## config.mk

```make
export PLATFORM = sky130hd
export DESIGN_NAME = nextz80_bus_ctrl
export DESIGN_NICKNAME = d
export VERILOG_FILES = /design/src/rtl/nextz80_bus_pkg.sv /design/src/rtl/nextz80_sync.sv /design/src/rtl/nextz80_bus_ctrl.sv
export SDC_FILE = /design/constraint.sdc
export NUM_CORES = 1
export LEC_CHECK = 0
export ABC_AREA = 1
export CORE_ASPECT_RATIO = 0.6
export CORE_MARGIN = 4
export CORE_UTILIZATION = 40
export CTS_CLUSTER_SIZE = 12
export DETAILED_ROUTE_END_ITERATION = 10
export PLACE_DENSITY = 0.75
export RECOVER_POWER = 50
export SLEW_MARGIN = 20
export SYNTH_ARGS = -nofsm -noshare
export SYNTH_HDL_FRONTEND = slang
export SYNTH_HIERARCHICAL = 1
export SYNTH_SLANG_ARGS = --single-unit
export TNS_END_PERCENT = 30
```

## constraint.sdc

```tcl
create_clock -name CLK -period 1.3 [get_ports CLK]
set_input_delay 0.195 -clock CLK [delete_from_list [all_inputs] [get_ports CLK]]
set_output_delay 0.195 -clock CLK [all_outputs]
set_load 0.02 [all_outputs]
```

## src/rtl/nextz80_bus_pkg.sv

```systemverilog
// Shared types for the NextZ80 bus controller.
// Contents: bus FSM state enum, address space enum, and the width of the
// wait-state counter.
package nextz80_bus_pkg;

    localparam int unsigned WS_W = 4;

    typedef enum logic [1:0] {
        IDLE,
        SETUP,
        STROBE,
        DONE
    } bus_state_e;

    typedef enum logic {
        MEM,
        IO
    } space_e;

endpackage

```

## src/rtl/nextz80_sync.sv

```systemverilog
// N-stage flop synchroniser for asynchronous board inputs.
// Ports:
//   clk  - destination clock
//   rst  - asynchronous active-high reset, loads RESET_VAL into every stage
//   d    - asynchronous input
//   q    - synchronised output (STAGES cycles of latency)
module nextz80_sync #(
    parameter int unsigned STAGES    = 2,
    parameter logic        RESET_VAL = 1'b1
) (
    input  logic clk,
    input  logic rst,
    input  logic d,
    output logic q
);

    logic [STAGES-1:0] sync_q;

    always_ff @(posedge clk or posedge rst) begin
        if (rst) begin
            sync_q <= {STAGES{RESET_VAL}};
        end else begin
            sync_q <= {sync_q[STAGES-2:0], d};
        end
    end

    assign q = sync_q[STAGES-1];

endmodule

```

## src/rtl/nextz80_bus_ctrl.sv

```systemverilog
// Bus controller between the NextZ80 core and the board pins.
// Turns the core's single-cycle MREQ/IORQ/WR handshake into a timed external
// bus cycle (SETUP, STROBE with per-space wait states, DONE), honours the
// external WAIT pin and synchronises INT/NMI into the core clock domain.
// Ports:
//   CLK, RESET                       - core clock, async active-high reset
//   core_addr/do/di/wr/mreq/iorq/m1  - core side bus
//   core_wait                        - stall to core
//   core_int, core_nmi               - interrupt requests to core
//   bank                             - upper address bits, sampled at accept
//   ext_addr, ext_d_o/oe/i           - external address and data bus
//   ext_rd_n .. ext_m1_n             - external active-low strobes
//   ext_wait_n, ext_int_n, ext_nmi_n - asynchronous board inputs
module nextz80_bus_ctrl
    import nextz80_bus_pkg::*;
#(
    parameter int unsigned MEM_WS      = 1,
    parameter int unsigned IO_WS       = 2,
    parameter int unsigned ADDR_W      = 16,
    parameter int unsigned SYNC_STAGES = 2
) (
    input  logic                                        CLK,
    input  logic                                        RESET,
    input  logic [15:0]                                 core_addr,
    input  logic [7:0]                                  core_do,
    output logic [7:0]                                  core_di,
    input  logic                                        core_wr,
    input  logic                                        core_mreq,
    input  logic                                        core_iorq,
    input  logic                                        core_m1,
    output logic                                        core_wait,
    output logic                                        core_int,
    output logic                                        core_nmi,
    // Kept one bit wide when ADDR_W == 16 so the port is never zero width.
    input  logic [((ADDR_W > 16) ? ADDR_W - 16 : 1)-1:0] bank,
    output logic [ADDR_W-1:0]                           ext_addr,
    output logic [7:0]                                  ext_d_o,
    output logic                                        ext_d_oe,
    input  logic [7:0]                                  ext_d_i,
    output logic                                        ext_rd_n,
    output logic                                        ext_wr_n,
    output logic                                        ext_mreq_n,
    output logic                                        ext_iorq_n,
    output logic                                        ext_m1_n,
    input  logic                                        ext_wait_n,
    input  logic                                        ext_int_n,
    input  logic                                        ext_nmi_n
);

    localparam logic [WS_W-1:0] MemWsInit = WS_W'(MEM_WS);
    localparam logic [WS_W-1:0] IoWsInit  = WS_W'(IO_WS);

    bus_state_e       state;
    space_e           space_q;
    logic [WS_W-1:0]  cnt;
    logic             wr_q;
    logic             m1_q;
    logic [7:0]       rdata;
    logic [ADDR_W-1:0] full_addr;
    logic             request;
    logic             wait_s, int_s, nmi_s;
    logic             nmi_prev;
    logic             nmi_edge;

    nextz80_sync #(.STAGES(SYNC_STAGES), .RESET_VAL(1'b1)) u_sync_wait (
        .clk (CLK),
        .rst (RESET),
        .d   (ext_wait_n),
        .q   (wait_s)
    );

    nextz80_sync #(.STAGES(SYNC_STAGES), .RESET_VAL(1'b1)) u_sync_int (
        .clk (CLK),
        .rst (RESET),
        .d   (ext_int_n),
        .q   (int_s)
    );

    nextz80_sync #(.STAGES(SYNC_STAGES), .RESET_VAL(1'b1)) u_sync_nmi (
        .clk (CLK),
        .rst (RESET),
        .d   (ext_nmi_n),
        .q   (nmi_s)
    );

    if (ADDR_W > 16) begin : g_bank
        assign full_addr = {bank, core_addr};
    end else begin : g_no_bank
        logic unused_bank;
        assign unused_bank = ^bank;
        assign full_addr   = core_addr;
    end

    assign request = core_mreq | core_iorq;

    // Combinational in IDLE so the core stalls in the very cycle it asks.
    assign core_wait = ~RESET & (state != DONE) & ((state != IDLE) | request);
    assign core_di   = rdata;
    assign core_int  = ~int_s;
    assign nmi_edge  = nmi_prev & ~nmi_s;

    always_ff @(posedge CLK or posedge RESET) begin
        if (RESET) begin
            state      <= IDLE;
            space_q    <= MEM;
            cnt        <= '0;
            wr_q       <= 1'b0;
            m1_q       <= 1'b0;
            rdata      <= '0;
            ext_addr   <= '0;
            ext_d_o    <= '0;
            ext_d_oe   <= 1'b0;
            ext_rd_n   <= 1'b1;
            ext_wr_n   <= 1'b1;
            ext_mreq_n <= 1'b1;
            ext_iorq_n <= 1'b1;
            ext_m1_n   <= 1'b1;
        end else begin
            case (state)
                IDLE: begin
                    if (request) begin
                        state      <= SETUP;
                        // IORQ wins when both are set (interrupt acknowledge).
                        space_q    <= core_iorq ? IO : MEM;
                        cnt        <= core_iorq ? IoWsInit : MemWsInit;
                        wr_q       <= core_wr;
                        m1_q       <= core_m1;
                        ext_addr   <= full_addr;
                        ext_d_o    <= core_do;
                        ext_d_oe   <= core_wr;
                        ext_mreq_n <= core_iorq;
                        ext_iorq_n <= ~core_iorq;
                        ext_m1_n   <= ~core_m1;
                    end
                end
                SETUP: begin
                    state    <= STROBE;
                    ext_rd_n <= wr_q;
                    ext_wr_n <= ~wr_q;
                end
                STROBE: begin
                    if (cnt == '0 && wait_s) begin
                        state      <= DONE;
                        ext_rd_n   <= 1'b1;
                        ext_wr_n   <= 1'b1;
                        ext_mreq_n <= 1'b1;
                        ext_iorq_n <= 1'b1;
                        ext_m1_n   <= 1'b1;
                        if (!wr_q) begin
                            rdata <= ext_d_i;
                        end
                    end else if (cnt != '0) begin
                        cnt <= cnt - 1'b1;
                    end
                end
                DONE: begin
                    // Data was held through DONE for write hold time.
                    ext_d_oe <= 1'b0;
                    state    <= IDLE;
                end
                default: state <= IDLE;
            endcase
        end
    end

    always_ff @(posedge CLK or posedge RESET) begin
        if (RESET) begin
            nmi_prev <= 1'b1;
            core_nmi <= 1'b0;
        end else begin
            nmi_prev <= nmi_s;
            // A fresh edge takes priority over the clear.
            if (nmi_edge) begin
                core_nmi <= 1'b1;
            end else if (state == DONE && m1_q && space_q == MEM) begin
                core_nmi <= 1'b0;
            end
        end
    end

endmodule

```

==> results_dict.tcl <==
set metrics [dict create \
    fin_skew_ps 8.01 \
    vias_per_cell 4.50 \
    synthXorXnorAreaFrac_pct 0 \
    switching_share_pct 43.0 \
    drt_iter0_drc 91 \
    fin_crit_sh_pct 115 \
    antenna_found_initial 0 \
    htree_levels 2 \
    synthMuxAreaShare_pct 0 \
    dr.pass1.iters 7 \
    cts-root-buf "clkbuf_8" \
    nets 410 \
    maxSlewViolCount 0 \
    cts_tree "yes" \
    yosys.area_share.simple_pct 25.7 \
    synth_top_area_share_pct 45.6 \
    grt_pass1_vias 2039 \
    ys_seq_area_share_pct 59.0 \
    die_area_mm2 0.00723 \
    synth.avg_cell_area_um2 9.17 \
    p_comb_share_pct 53.4 \
    ios 83 \
    numPortBuffers 81 \
    path_clk_slew_ps 100 \
    rsz0062_at_grt "true" \
    setup_viol 47 \
    worstPathArrival_ps 1290 \
    wl_per_cell_um 13.2 \
    ir_drop_mv 1.03 \
    cts_num_sinks 55 \
    tightest_slew_ps 610 \
    syn_nets 305 \
    grt_pass1_wl_um 9750 \
    synth_cell_types 23 \
    rows 21 \
    relSlewSlack_pct 59.4 \
    ys_warn_count 6 \
    cp-end-kind "primary output" \
    worstSetupPathType "flip-flop to primary output" \
    synthCells 257 \
    hold_path_class "flip-flop to flip-flop" \
    p_sw_mw 3.79 \
    vias 1995 \
    power_report.internal_total_mw 5.03 \
    ys_top_cells_by_area "dfrtp_1 46%, nand2_1 19%, dfstp_2 13%, inv_1 3.7%, ha_1 3.2%" \
    worstPathRequired_ps 1110 \
    outcome "finished, violations left" \
    gr-total-overflow 0 \
    setup_ws_ps -190 \
    final_area_mm2 0.00359 \
    stdcell_count 443 \
    wl_um 5830 \
    finalCoreUtilization_pct 63.6 \
    drive_gt1_share_pct 24.2 \
    ys_ff_latch 55 \
    power_density_mw_per_mm2 2450 \
    synth_top_family_by_area "simple AND/OR/NAND/NOR gates" \
    hpwl_um 4330 \
    numCtsBuffers 5 \
    fmax_mhz 671 \
    dp.cells 432 \
    area_growth_pct 52.4 \
    coreArea_mm2 0.00565 \
    synth-compound-area-share_pct 5.84 \
    holdWs_ps 364 \
    power_leakage_nw 1.84 \
    grt_start_max_net_pins 29 \
    dieHeight_um 67.5 \
    ant_nets 0 \
    placed_area_mm2 0.00341 \
    die_w_um 107 \
    cap_violations 0 \
    drcViolationCount 0 \
    worstSkewPairLatency_ps 310 \
    critPathMaxFanout 4 \
    cts_buffer_depth 2 \
    p_clk_share_pct 13.1 \
    min_period_ps 1490 \
    yosys.area.top_type "dfrtp_1" \
    syn-cell-area_mm2 0.00236 \
    gr-usage-all-layers_pct 17.1 \
    p_seq_share_pct 33.5 \
    antenna_cells 0 \
    gp_congestion 0.799 \
    hold_viol 0 \
    synthAdderAreaFrac_pct 3.18 \
    violations "setup timing" \
    start_util_pct 41.7 \
    critPathLaunchType "flip-flop" \
]
[cells by family (layout without fill, tap and decap cells)]
logic type,Yosys count,in the layout
compound gates,19,19
simple gates,147,147
fa+ha+maj,6,6
flops,55,55
buf+inv,30,136
[synthesized netlist by cell type, drive strengths merged]
cell type    n
nand2      121
dfrtp       43
inv         24
o21ai       17
nand3       14
dfstp       12
buf          6
ha           6
nor2         6
or2          3
nand4        2
a21oi        1
nand3b       1
o22ai        1
[state kept, by name, summed over array words and instances, names as in the netlist]
| signal | count |
|---|---|
| cnt | 4 |
| ext_d_o | 8 |
| space_q | 1 |
| ext_iorq_n | 1 |
| u_sync_wait/sync_q | 2 |
| wr_q | 1 |
| u_sync_int/sync_q | 2 |
| nmi_prev | 1 |
| core_di | 8 |
| ext_mreq_n | 1 |
| u_sync_nmi/sync_q | 2 |
| state | 2 |
| ext_addr | 16 |
| ext_d_oe | 1 |
| m1_q | 1 |
| ext_rd_n | 1 |
| ext_wr_n | 1 |
| ext_m1_n | 1 |
| core_nmi | 1 |
[power groups by stage]
stage | Sequential (mW) | Combinational [mW] | Clock, mW
final | 2.96 | 4.71 | 1.15
after detailed placement | 2.99 | 4.73 | 0
after global routing | 3.07 | 5.23 | 1.25
after floorplan | 3.67 | 1.92 | 0
after global placement | 2.97 | 4.61 | 0
after CTS | 2.96 | 4.57 | 1.18
[layout make-up]
cell class                 instances  area [µm²]
sequential                        55        1390
multi-input combinational        172         940
inverter                          24         101
clock inverter                     3        46.3
fill                             491        2060
tap                               80         100
timing repair buffer             104         946
clock buffer                       5        68.8
[worst max-delay path, cell delays in order, from the launching register on]
cell and delay [ps]:
dfrtp_1 420, inv_2 70, ha_4 170, nand2_4 70, nand2_4 60, nor2_4 80
buf_6 120
[metal layers]
metal / share of wire (%) / up-vias / track usage (%) / wire length, µm
met1: 50 / 926 / 24.4 / 2910
met2: 42 / 66 / 25.7 / 2450
met5: 0 / - / 0 / 0
li1: - / 999 / - / -
met3: 7.6 / 4 / 5.54 / 442
met4: 0.50 / 0 / 3.51 / 29
[path summary, 6_finish.rpt]
path | start | to | slack (ps) | cells after the start
setup / recovery | state[0] | core_wait | -190 | 6
hold / removal | u_sync_int/sync_q[0] | u_sync_int/sync_q[1] | 360 | 0
setup reg to reg | state[0] | core_di[7] | -180 | 9
hold reg to reg | u_sync_int/sync_q[0] | u_sync_int/sync_q[1] | 360 | 0
max in group asynchronous | RESET | ext_addr[6] | 150 | 4
min in group asynchronous | RESET | u_sync_int/sync_q[0] | 590 | 3
[placed cells by master (no fill, tap or decap), drive strengths merged, types with 3 or more instances in the layout]
cell type,count
dlygate4sd3,4
dlygate4sd2,33
dfrtp,43
buf,27
clkdlybuf4s50,36
o21ai,17
clkbuf,8
inv,24
nand3,14
nor2,6
ha,6
or2,3
nand2,121
dfstp,12
[metrics by stage]
step	setup TNS, ps	power, mW	worst slack (ps)
floorplan	-143	5.60	-30.9
global placement	-8510	7.57	-522
detailed placement	-9880	7.72	-559
CTS	-4050	8.72	-230
global route	-7580	9.55	-268
finish	-3730	8.82	-190
[repair_timing]
action	CTS	global route
buffers inserted	1	1
pin swaps	7	5
gates cloned	0	1
hold buffers	0	0
endpoints found under the setup margin	87	49
gates resized for setup	89	10
Note: power is estimated with default switching activity, not from simulation.
